[src/rtl/cpu_step_controller_pkg.sv]
// cpu_step_controller_pkg
//   Shared encodings for the CPU run/step/burst scheduler: the two-bit mode
//   switch values and the scheduler FSM state encoding.
package cpu_step_controller_pkg;

  // Mode switch encoding as wired from the front panel
  typedef enum logic [1:0] {
    MODE_HALT  = 2'b00,
    MODE_RUN   = 2'b01,
    MODE_STEP  = 2'b10,
    MODE_BURST = 2'b11
  } mode_t;

  // Scheduler FSM states
  typedef enum logic [1:0] {
    S_IDLE      = 2'b00,
    S_RUN       = 2'b01,
    S_STEP_WAIT = 2'b10,
    S_BURST     = 2'b11
  } state_t;

endpackage

[src/rtl/cpu_step_controller_edge.sv]
// rising_edge_detect
//   Registers the previous value of a level input and produces a
//   combinational one-cycle pulse on each 0->1 transition.
//   RESET_VAL sets the remembered value after reset; loading 1 means a
//   level already high when reset releases is not seen as an edge.
// Ports:
//   clk_in  system clock
//   reset   synchronous, active-high reset
//   sig     level input
//   pulse   high for one cycle when sig rises
module rising_edge_detect
  import cpu_step_controller_pkg::*;
#(
  parameter logic RESET_VAL = 1'b1
) (
  input  logic clk_in,
  input  logic reset,
  input  logic sig,
  output logic pulse
);

  logic prev_r;

  // Remember last cycle's level of the input
  always_ff @(posedge clk_in) begin
    if (reset) begin
      prev_r <= RESET_VAL;
    end else begin
      prev_r <= sig;
    end
  end

  assign pulse = sig & ~prev_r;

endmodule

[src/rtl/cpu_step_controller.sv]
// cpu_step_controller
//   Decides which clock-divider ticks become CPU enable pulses: every tick
//   (RUN), one tick per button press (STEP), burst_len ticks per press
//   (BURST), or none (HALT). Also counts issued enables for the display.
// Ports:
//   clk_in     system clock
//   reset      synchronous, active-high reset
//   tick_in    one-cycle pulse from the clock divider
//   mode       00 HALT, 01 RUN, 10 STEP, 11 BURST
//   step_req   debounced step button level (rising edges used)
//   burst_len  enables per burst, sampled when a burst starts
//   cpu_en     registered one-cycle CPU enable
//   busy       registered, high whenever the scheduler is not idle
//   done       registered pulse with the final enable of a step/burst
//   cycles     number of enables issued, wraps modulo 2^CYC_W
module cpu_step_controller
  import cpu_step_controller_pkg::*;
#(
  parameter int CNT_W = 16,
  parameter int CYC_W = 32
) (
  input  logic             clk_in,
  input  logic             reset,
  input  logic             tick_in,
  input  logic [1:0]       mode,
  input  logic             step_req,
  input  logic [CNT_W-1:0] burst_len,
  output logic             cpu_en,
  output logic             busy,
  output logic             done,
  output logic [CYC_W-1:0] cycles
);

  localparam logic [CNT_W-1:0] CNT_ZERO = {CNT_W{1'b0}};
  localparam logic [CNT_W-1:0] CNT_ONE  = {{(CNT_W-1){1'b0}}, 1'b1};
  localparam logic [CYC_W-1:0] CYC_ZERO = {CYC_W{1'b0}};

  state_t           state_r;
  logic             cpu_en_r;
  logic             done_r;
  logic             busy_r;
  logic [CYC_W-1:0] cycles_r;
  logic [CNT_W-1:0] remaining_r;
  logic             step_edge_s;
  logic             take_s;
  mode_t            mode_s;

  assign mode_s = mode_t'(mode);

  rising_edge_detect #(
    .RESET_VAL(1'b1)
  ) u_step_edge (
    .clk_in (clk_in),
    .reset  (reset),
    .sig    (step_req),
    .pulse  (step_edge_s)
  );

  // A tick becomes an enable only in an active state that is not being
  // left this cycle; leaving RUN or aborting to HALT drops the tick.
  always_comb begin
    take_s = 1'b0;
    case (state_r)
      S_RUN: begin
        if (mode_s == MODE_RUN) take_s = tick_in;
        else                    take_s = 1'b0;
      end
      S_STEP_WAIT, S_BURST: begin
        if (mode_s != MODE_HALT) take_s = tick_in;
        else                     take_s = 1'b0;
      end
      default: take_s = 1'b0;
    endcase
  end

  // Scheduler FSM with registered enable/done/busy and the issue counter
  always_ff @(posedge clk_in) begin
    if (reset) begin
      state_r     <= S_IDLE;
      cpu_en_r    <= 1'b0;
      done_r      <= 1'b0;
      busy_r      <= 1'b0;
      cycles_r    <= CYC_ZERO;
      remaining_r <= CNT_ZERO;
    end else begin
      cpu_en_r <= take_s;
      done_r   <= 1'b0;
      if (take_s) cycles_r <= cycles_r + {{(CYC_W-1){1'b0}}, 1'b1};
      else        cycles_r <= cycles_r;

      case (state_r)
        S_IDLE: begin
          if (mode_s == MODE_RUN) begin
            state_r <= S_RUN;
            busy_r  <= 1'b1;
          end else if (mode_s == MODE_STEP && step_edge_s) begin
            state_r <= S_STEP_WAIT;
            busy_r  <= 1'b1;
          end else if (mode_s == MODE_BURST && step_edge_s && burst_len != CNT_ZERO) begin
            state_r     <= S_BURST;
            busy_r      <= 1'b1;
            remaining_r <= burst_len;
          end else begin
            state_r <= S_IDLE;
            busy_r  <= 1'b0;
          end
        end

        S_RUN: begin
          if (mode_s != MODE_RUN) begin
            state_r <= S_IDLE;
            busy_r  <= 1'b0;
          end else begin
            state_r <= S_RUN;
            busy_r  <= 1'b1;
          end
        end

        S_STEP_WAIT: begin
          if (mode_s == MODE_HALT) begin
            state_r     <= S_IDLE;
            busy_r      <= 1'b0;
            remaining_r <= CNT_ZERO;
          end else if (tick_in) begin
            state_r <= S_IDLE;
            busy_r  <= 1'b0;
            done_r  <= 1'b1;
          end else begin
            state_r <= S_STEP_WAIT;
            busy_r  <= 1'b1;
          end
        end

        S_BURST: begin
          if (mode_s == MODE_HALT) begin
            state_r     <= S_IDLE;
            busy_r      <= 1'b0;
            remaining_r <= CNT_ZERO;
          end else if (tick_in) begin
            remaining_r <= remaining_r - CNT_ONE;
            if (remaining_r == CNT_ONE) begin
              state_r <= S_IDLE;
              busy_r  <= 1'b0;
              done_r  <= 1'b1;
            end else begin
              state_r <= S_BURST;
              busy_r  <= 1'b1;
            end
          end else begin
            state_r <= S_BURST;
            busy_r  <= 1'b1;
          end
        end

        default: begin
          state_r     <= S_IDLE;
          busy_r      <= 1'b0;
          remaining_r <= CNT_ZERO;
        end
      endcase
    end
  end

  assign cpu_en = cpu_en_r;
  assign done   = done_r;
  assign busy   = busy_r;
  assign cycles = cycles_r;

endmodule

[config.mk]
export PLATFORM = sky130hd
export DESIGN_NAME = cpu_step_controller
export DESIGN_NICKNAME = d
export VERILOG_FILES = /design/src/rtl/cpu_step_controller_pkg.sv /design/src/rtl/cpu_step_controller_edge.sv /design/src/rtl/cpu_step_controller.sv
export SDC_FILE = /design/constraint.sdc
export NUM_CORES = 1
export LEC_CHECK = 0
export BUFFER_PORTS_ARGS = -buffer_cell sky130_fd_sc_hd__buf_2
export CORE_MARGIN = 3
export CORE_UTILIZATION = 47
export CTS_CLUSTER_DIAMETER = 80
export DETAILED_ROUTE_END_ITERATION = 7
export GPL_TIMING_DRIVEN = 0
export PLACE_DENSITY = 0.81
export SLEW_MARGIN = 20
export SYNTH_ARGS = -nofsm -noshare
export SYNTH_HDL_FRONTEND = slang
export SYNTH_HIERARCHICAL = 1
export SYNTH_SLANG_ARGS = --single-unit
[constraint.sdc]
create_clock -name clk_in -period 3.46 [get_ports clk_in]
set_clock_uncertainty 0.1 [all_clocks]
set_input_delay 0.346 -clock clk_in [delete_from_list [all_inputs] [get_ports clk_in]]
set_output_delay 0.346 -clock clk_in [all_outputs]
set_load 0.05 [all_outputs]
* After elaboration in Yosys (flattened, before gate mapping) *
Cells that the tools add are included.
W data, S select, Z words.

word-level totals
  bits in registers = 54
  input port bits = 22
  output and inout port bits = 35
  logic and storage cells = 70

cells by class
  $add $sub $neg = 2
  equality and inequality tests = 13
  multiplexer cells = 36
  bitwise operators = 2
  reductions and logical operators = 10

operator list
  operator                 number
  $mux W16                 6
  $pmux W16 S3             1
  $add A32 B1 Y32 const B  1
  $mux W1                  17
  $eq A16 B1 Y1 const B    1
  $mux W2                  8
  $reduce_bool A16 Y1      1
  $sub A16 B1 Y16 const B  1
  $eq A2 B2 Y1 const B     4
  $ne A2 B2 Y1 const B     4
  $pmux W2 S4              1
  $reduce_and A6 Y1        1
  $eq A2 B1 Y1 const B     2
  $logic_not A2 Y1         2
  $pmux W1 S2              2
  $pmux W1 S4              1
  $logic_and A1 B1 Y1      3
  $ne A3 B3 Y1 const B     1
  $reduce_bool A3 Y1       1
  $ne A2 B1 Y1 const B     1
  $reduce_bool A2 Y1       1
  $reduce_or A2 Y1         1
  $and A1 B1 Y1            1
  $not A1 Y1               1

* Longest topological paths before layout *
Gate-level depths: netlist of the first run.

  depth in word-level cells = 8
  depth in mapped cells = 8
  mapped depth without buffers = 7

* Cells and area by module *
Netlist of the first run, hierarchy kept.

modules (own cells, without submodules)
  module               times used  cells an instance  area an instance (sq um)  sequential area each (sq um)
  cpu_step_controller  1           358                2901.5                    1061.0
  rising_edge_detect   1           3                  32.5                      20.0

* Least setup slack after synthesis of the first run *
No wires, ideal clock.

  path type = register to register
  start = register cycles_r[10], in the netlist cycles[10]
  end = register cycles_r[28], in the netlist cycles[28]
  setup time = 121 ps
  arrival = 2184 ps
  required time = 3239 ps
  setup slack = 1055 ps
  stages on the path, launching flop included = 6
  path buffers = 0
  clock period less this slack = 2405 ps
  cells stage by stage = dfxtp_1 -> nand4_1 -> nor4_1 -> nand4_4 -> nor3_1 -> mux2_2

on the way
  word-level cells in the longest chain between the ends = 1

ends and longest elaborated chain
  item                      RTL line                   RTL
  start: declaration        cpu_step_controller.sv:42  logic [CYC_W-1:0] cycles_r;
  start signal: assignment  cpu_step_controller.sv:88  if (take_s) cycles_r <= cycles_r + {{(CYC_W-1){1'b0}}, 1'b1};
  start signal: assignment  cpu_step_controller.sv:89  else cycles_r <= cycles_r;
  $add A32 B1 Y32           cpu_step_controller.sv:88

Every way passes these cells.
A chain may end at the register's enable or synchronous reset.

* Final worst setup path of the first run *
  start = register state_r[0]
  end = register cycles_r[28], in the netlist cycles[28]

on the way
  word-level cells in the longest chain between the ends = 3
  elaborated cells between the ends (all ways) = 5
  classes of those cells = 3 x eq/ne; 1 x mux; 1 x reduce/logical

ends and longest elaborated chain
  item                      RTL line                   RTL
  start: declaration        cpu_step_controller.sv:38  state_t state_r;
  start signal: assignment  cpu_step_controller.sv:79  state_r <= S_IDLE;
  start signal: assignment  cpu_step_controller.sv:94  state_r <= S_RUN;
  start signal: assignment  cpu_step_controller.sv:97  state_r <= S_STEP_WAIT;
  $eq A2 B2 Y1              cpu_step_controller.sv:63  case (state_r)
  $reduce_or A2 Y1          cpu_step_controller.sv:63
  $pmux W1 S2 (*)           cpu_step_controller.sv:63

Every way passes the cells marked *; elsewhere a longest branch is shown, timed or not.

==> results of run 1 <==
## final timing paths
check | startpoint | end | slack [ns] | depth (start not counted)
hold / removal | step_req | u_step_edge/prev_r | 0.14 | 2
setup reg to reg | state_r[0] | cycles[28] | 0.75 | 7
setup / recovery | state_r[0] | cycles[28] | 0.75 | 7
hold reg to reg | cycles[31] | cycles[31] | 0.40 | 2
## stage by stage
step | std cells | cell area (um2) | hold WS (ns)
floorplan | 361 | 2934 | 0.3431
global placement | 491 | 3303 | 0.3738
detailed placement | 491 | 3303 | 0.3860
CTS | 499 | 3413 | 0.1378
global route | 499 | 3413 | 0.1483
finish | 499 | 3413 | 0.1356
## state kept, by name (all words and copies together), names as in the netlist
register,flops
cycles,32
remaining_r,16
state_r,2
busy,1
cpu_en,1
done,1
u_step_edge/prev_r,1
## per-layer routing
| layer | global-route usage [%] | part of all wire (%) | up-vias |
|---|---|---|---|
| met2 | 33.55 | 46 | 107 |
| met1 | 28.41 | 46 | 1380 |
| met5 | 0 | 0 | - |
| li1 | - | - | 1444 |
| met3 | 4.951 | 7.0 | 10 |
| met4 | 6.475 | 0.77 | 0 |
## kinds of logic (layout without fill, tap and decap cells)
logic type	after synthesis	count (layout)	synth area share (%)
DFF	54	54	36.84
adders and majority gates	8	8	3.412
buffers and inverters	26	89	3.497
muxes	2	2	0.7249
xor gates and xnor gates	24	24	7.164
and+or+nand+nor	175	175	31.98
AOI/OAI and AO/OA	72	72	16.38
## area by class of cell
type	instances	area, um2	share of cell area [%]
timing repair buffer	55	275.3	8.065
tap	75	93.84	2.749
clock inverter	2	37.54	1.100
clock buffer	6	72.57	2.126
sequential	54	1081	31.67
buffer	16	65.06	1.906
inverter	10	37.54	1.100
multi-input combinational	281	1750	51.28
## cell usage in the layout, fill, tap and decap left out, types with 6 or more instances in the layout
cell,synthesis,final
nor3_1,18,18
nand4_1,18,18
a21oi_1,21,21
a211oi_1,7,7
ha_1,8,8
nand2_1,20,20
nor2b_1,11,11
xor2_1,16,16
buf_2,1,56
xnor2_1,8,8
or4_1,6,6
nand3_1,12,12
nor2_1,48,48
clkbuf_1,12,13
nor4_1,10,10
o21ai_0,20,20
dfxtp_1,54,54
inv_1,10,10
and3_1,6,6
## where the power goes
group	total [mW]	internal, mW	switching (mW)
sequential	0.742	0.680	0.0624
combinational	0.620	0.230	0.391
clock	0.433	0.216	0.216
==> run_results.csv, run 1 <==
group,metric,value,unit
run_status,status,"completed",
clock_tree,clk_pin_slew,0.10,ns
final_layout,utilization,56.98,%
drt,num_vias,2941,
sta,final_max_slew_viol_count,0,
global_routing,grt-ovfl-total,0,
final_layout,area_growth,16.33,%
final_layout,layout-drive-gt1-share,16.51,%
final_layout,nFillCells,550,
floorplan,placementRows,28,
worst_setup_path,worstPathMaxFanout,10,
sta,fin_crit_sh,78.28,%
placed_design,portBuffers,55,
worst_setup_path,worst_ep_arrival_time,2.82,ns
worst_setup_path,critical_path_buf_inv_count,1,
drt,drtPass1Iterations,4,
logic_synthesis,synth_top_area_share,36.84,%
floorplan,start_util,48.98,%
worst_setup_path,crit_path_max_incr_delay,0.74,ns
logic_synthesis,yosys_warnings,6,
clock_tree,hold_buffers,0,
power_and_ir_drop,p_leak,1.365,nW
global_routing,grt_pass1_vias,2724,
global_routing,antenna_found_initial,0,
clock_tree,postCtsSetupBuffers,0,
drt,drc_errors,0,
worst_setup_path,worstSetupStartpointType,"flip-flop",
power_and_ir_drop,power.density,525.9,nW/um2
logic_synthesis,synth_area_leaders,"dfxtp_1, nor2_1, xor2_1, nand4_1, a21oi_1",
logic_synthesis,synth_seq_cells,54,
final_layout,antennaDiodeCount,0,
sta,tightest_slew,0.8602,ns
clock_tree,cts_root_buf,"clkbuf_8",
worst_hold_path,hold_class,"in -> reg",
logic_synthesis,syn_nets,391,
floorplan,die_w,85.01,um
logic_synthesis,synth_most_common_cell,"dfxtp_1",
logic_synthesis,netlist_area,2934,um2
placed_design,hpwl,5516,um
clock_tree,cts_resized,0,
floorplan,die_h,85.01,um
clock_tree,cts_sinks,54,
logic_synthesis,synth_top_cell_by_area,"dfxtp_1",
logic_synthesis,synth_cells,361,
worst_setup_path,path_class,"reg -> reg",
drt,viasPerCell,5.894,
worst_setup_path,slowest_stage,"a2111oi_4",
floorplan,dieArea,7227,um2
worst_setup_path,crit_family,"compound AO/OA/AOI/OAI gates",
global_routing,gr-usage-all-layers,21.10,%
power_and_ir_drop,worst_ir_drop_vdd,0.0003226,V
clock_tree,cts.path.max_buffers,2,
worst_setup_path,endpoint_kind,"flip-flop",
clock_tree,clk_latency,0.31,ns
drt,drt_iter0_markers,256,
clock_tree,h-tree-depth,2,
drt,final_antenna_net_count,0,
sta,setup_violations,0,
global_routing,grt_max_degree,17,
drt,postRouteWirelength,7626,um
logic_synthesis,synth.avg_cell_area,8.128,um2
logic_synthesis,synth_top_flop_cell,"dfxtp_1",
placed_design,pre_cts_ws,0.7489,ns
placed_design,place_congestion,0.9274,
global_routing,grt_pass1_wl,12630,um
sta,relSlewSlack,42.40,%
logic_synthesis,synth.distinct_cells,48,
final_layout,finalNetCount,453,
sta,max_freq,369.2,MHz
logic_synthesis,synth_edf_count,0,
logic_synthesis,synthTopCellsByCount,"dfxtp_1, nor2_1, a21oi_1",
logic_synthesis,seq_area_frac_synth,36.84,%
clock_tree,cts_tree,"built",
clock_tree,cts_made_buffers,5,
floorplan,pin_count,57,
flow_run,maxCapViolCount,0,
logic_synthesis,async_reset_ff_share,0,%
worst_setup_path,crit_chain,"inv_1, ha_1, nand2b_1, a2111oi_4, nand4_4, nor3_1, mux2_2",
worst_setup_path,cp.required,3.57,ns
drt,wl_per_cell,15.28,um
sta,hold_viol,0,
sta,period_minus_slack,2.708,ns
floorplan,core-area,5991,um2
sta,fin_setup_tns,0,ns
sta,worst_slack,0.7516,ns
sta,rsz0062_at_grt,"false",
power_and_ir_drop,finalPower,1.795,mW
Note: power is estimated with default switching activity, not from simulation.
==> run 2, diff against run 1 <==
--- a/config.mk
+++ b/config.mk
@@ -11,7 +11,7 @@
 export CTS_CLUSTER_DIAMETER = 80
 export DETAILED_ROUTE_END_ITERATION = 7
 export GPL_TIMING_DRIVEN = 0
-export PLACE_DENSITY = 0.81
+export PLACE_DENSITY = 0.83
 export SLEW_MARGIN = 20
 export SYNTH_ARGS = -nofsm -noshare
 export SYNTH_HDL_FRONTEND = slang
==> constraint.sdc (replaced) <==
create_clock -name clk_in -period 2.2 [get_ports clk_in]
set_clock_uncertainty 0.1 [all_clocks]
set_input_delay 0.22 -clock clk_in [delete_from_list [all_inputs] [get_ports clk_in]]
set_output_delay 0.22 -clock clk_in [all_outputs]
set_load 0.05 [all_outputs]
==> run 2 against run 1 <==
Net effect:
- combinational power grew 71%
- via count grew 3.7%
- utilization grew 2.7 points
- total power grew 56%
- sequential power grew 59%
- critical path depth is the same
- largest cell class unchanged
==> run_results.csv, run 2 (synthesized netlist as in run 1, its figures left out) <==
group,metric,value,unit
final_layout,antennaDiodeCount,0,
clock_tree,clk_pin_slew,0.10,ns
global_routing,grt_pass1_wl,13360,um
sta,tightest_slew,0.6457,ns
sta,whs,0.003762,ns
drt,drtPass1Iterations,5,
power_and_ir_drop,power.density,784.0,nW/um2
drt,viasPerCell,6.054,
global_routing,grt_max_degree,18,
clock_tree,clk_latency,0.31,ns
sta,relSlewSlack,56.62,%
global_routing,antenna_found_initial,0,
placed_design,dpl.cell_count,491,
worst_setup_path,r2r_cells,7,
worst_hold_path,hold_class,"in -> reg",
final_layout,final_cell_mix,"buf_2, nor2_1, dfxtp_1",
power_and_ir_drop,switching_share,39.00,%
power_and_ir_drop,p_leak,1.435,nW
worst_setup_path,crit_chain,"buf_12, ha_2, nor2_4, a2111oi_4, nand4_4, nor3_4, mux2_4",
drt,final_antenna_net_count,0,
floorplan,die_h,85.01,um
power_and_ir_drop,p_switching,1.093,mW
sta,final_max_slew_viol_count,0,
floorplan,start_util,48.98,%
clock_tree,cts_root_buf,"clkbuf_8",
placed_design,portBuffers,55,
global_routing,gr-usage-all-layers,22.18,%
sta,max_freq,465.0,MHz
worst_setup_path,path_class,"reg -> reg",
floorplan,core-area,5991,um2
sta,fin_crit_sh,97.76,%
worst_setup_path,startpoint,"state_r[1]",
clock_tree,cts_sinks,54,
drt,num_vias,3051,
worst_setup_path,worstSetupStartpointType,"flip-flop",
worst_hold_path,min_path_cells,2,
drt,postRouteWirelength,8165,um
placed_design,hpwl,5861,um
clock_tree,cts.path.max_buffers,2,
floorplan,dieArea,7227,um2
final_layout,layout.cells.non_filler,504,
sta,setup_violations,0,
drt,wl_per_cell,16.20,um
clock_tree,cts_tree,"built",
floorplan,pin_count,57,
power_and_ir_drop,power.share.clock,20.4,%
final_layout,nFillCells,508,
power_and_ir_drop,seq_power_share,42.0,%
worst_setup_path,r2r_start,"state_r[1]",
worst_setup_path,worst_ep_arrival_time,2.25,ns
clock_tree,h-tree-depth,2,
worst_hold_path,min_from,"step_req",
floorplan,die_w,85.01,um
global_routing,grt-ovfl-total,0,
flow_run,maxCapViolCount,0,
placed_design,place_congestion,0.8981,
worst_setup_path,crit_path_max_incr_delay,0.40,ns
worst_setup_path,endpoint_kind,"flip-flop",
power_and_ir_drop,worst_ir_drop_vdd,0.0005323,V
run_status,status,"completed",
drt,drc_errors,0,
drt,drt_iter0_markers,294,
power_and_ir_drop,p_comb_share,37.7,%
final_layout,largest_reg_flops,32,
floorplan,placementRows,28,
power_and_ir_drop,p_int,1.710,mW
worst_setup_path,worstPathMaxFanout,10,
clock_tree,cts_made_buffers,5,
final_layout,layout-drive-gt1-share,23.78,%
final_layout,area_growth,21.88,%
sta,period_minus_slack,2.151,ns
global_routing,grt_pass1_vias,2852,
worst_setup_path,slowest_stage,"a2111oi_4",
sta,hold_viol,0,
sta,fin_setup_tns,0,ns
final_layout,layout_commonest_cell,"buf_2",
clock_tree,hold_buffers,0,
sta,rsz0062_at_grt,"true",
worst_setup_path,reg2reg_slack,0.05,ns
final_layout,finalNetCount,458,
worst_setup_path,cp.required,2.30,ns
==> run 2: metal layers <==
layer	global-route usage (%)	share of wire, %	up-vias
li1	-	-	1459
met1	28.06	41	1445
met2	37.92	50	130
met3	4.563	7.8	17
met4	6.763	1.5	0
met5	0	0	-
==> run 2: through the flow <==
step	total power, mW	utilization [%]	instance area, um2	setup slack [ns]
finish	2.804	59.69	3576	0.04935
global route	2.977	59.69	3576	-0.04396
CTS	2.733	58.27	3491	0.01563
detailed placement	2.151	56.02	3356	-0.4274
global placement	2.118	56.02	3356	-0.4114
floorplan	1.911	-	2987	0.009475
==> run 2: final timing paths <==
kind / end
worst max register to register: cycles[28]
worst max-delay path: cycles[28]
worst min-delay path: u_step_edge/prev_r
worst min register to register: remaining_r[9]
==> run 2: power groups by stage <==
stage / sequential [mW] / clock (mW) / combinational [mW]
final: 1.18 / 0.571 / 1.06
after global placement: 1.18 / 0 / 0.936
after global routing: 1.19 / 0.619 / 1.17
after floorplan: 1.19 / 0 / 0.718
after detailed placement: 1.19 / 0 / 0.964
after CTS: 1.17 / 0.575 / 0.992
==> run 2: final cells by class <==
class	count	area, um2	area share (%)
multi-input combinational	281	1847	51.64
inverter	10	40.04	1.120
clock buffer	6	72.57	2.029
tap	75	93.84	2.624
sequential	54	1106	30.93
buffer	15	66.31	1.854
timing repair buffer	61	336.6	9.412
clock inverter	2	13.76	0.3849
==> run 2: repair_timing <==
action | CTS | global route
endpoints found under the setup margin | 28 | 24
cloned | 0 | 0
setup buffers | 3 | 3
pin swaps | 3 | 7
gates resized for setup | 5 | 20
endpoints found under the hold margin | 0 | 0
==> run 2: critical path: cells and delay by family, from the launching register on <==
family / cells / cell delay [ns]
compound gates: 1 / 0.40
mux: 1 / 0.31
flops: 1 / 0.38
buf+inv: 1 / 0.10
fa+ha+maj: 1 / 0.22
simple gates: 3 / 0.55
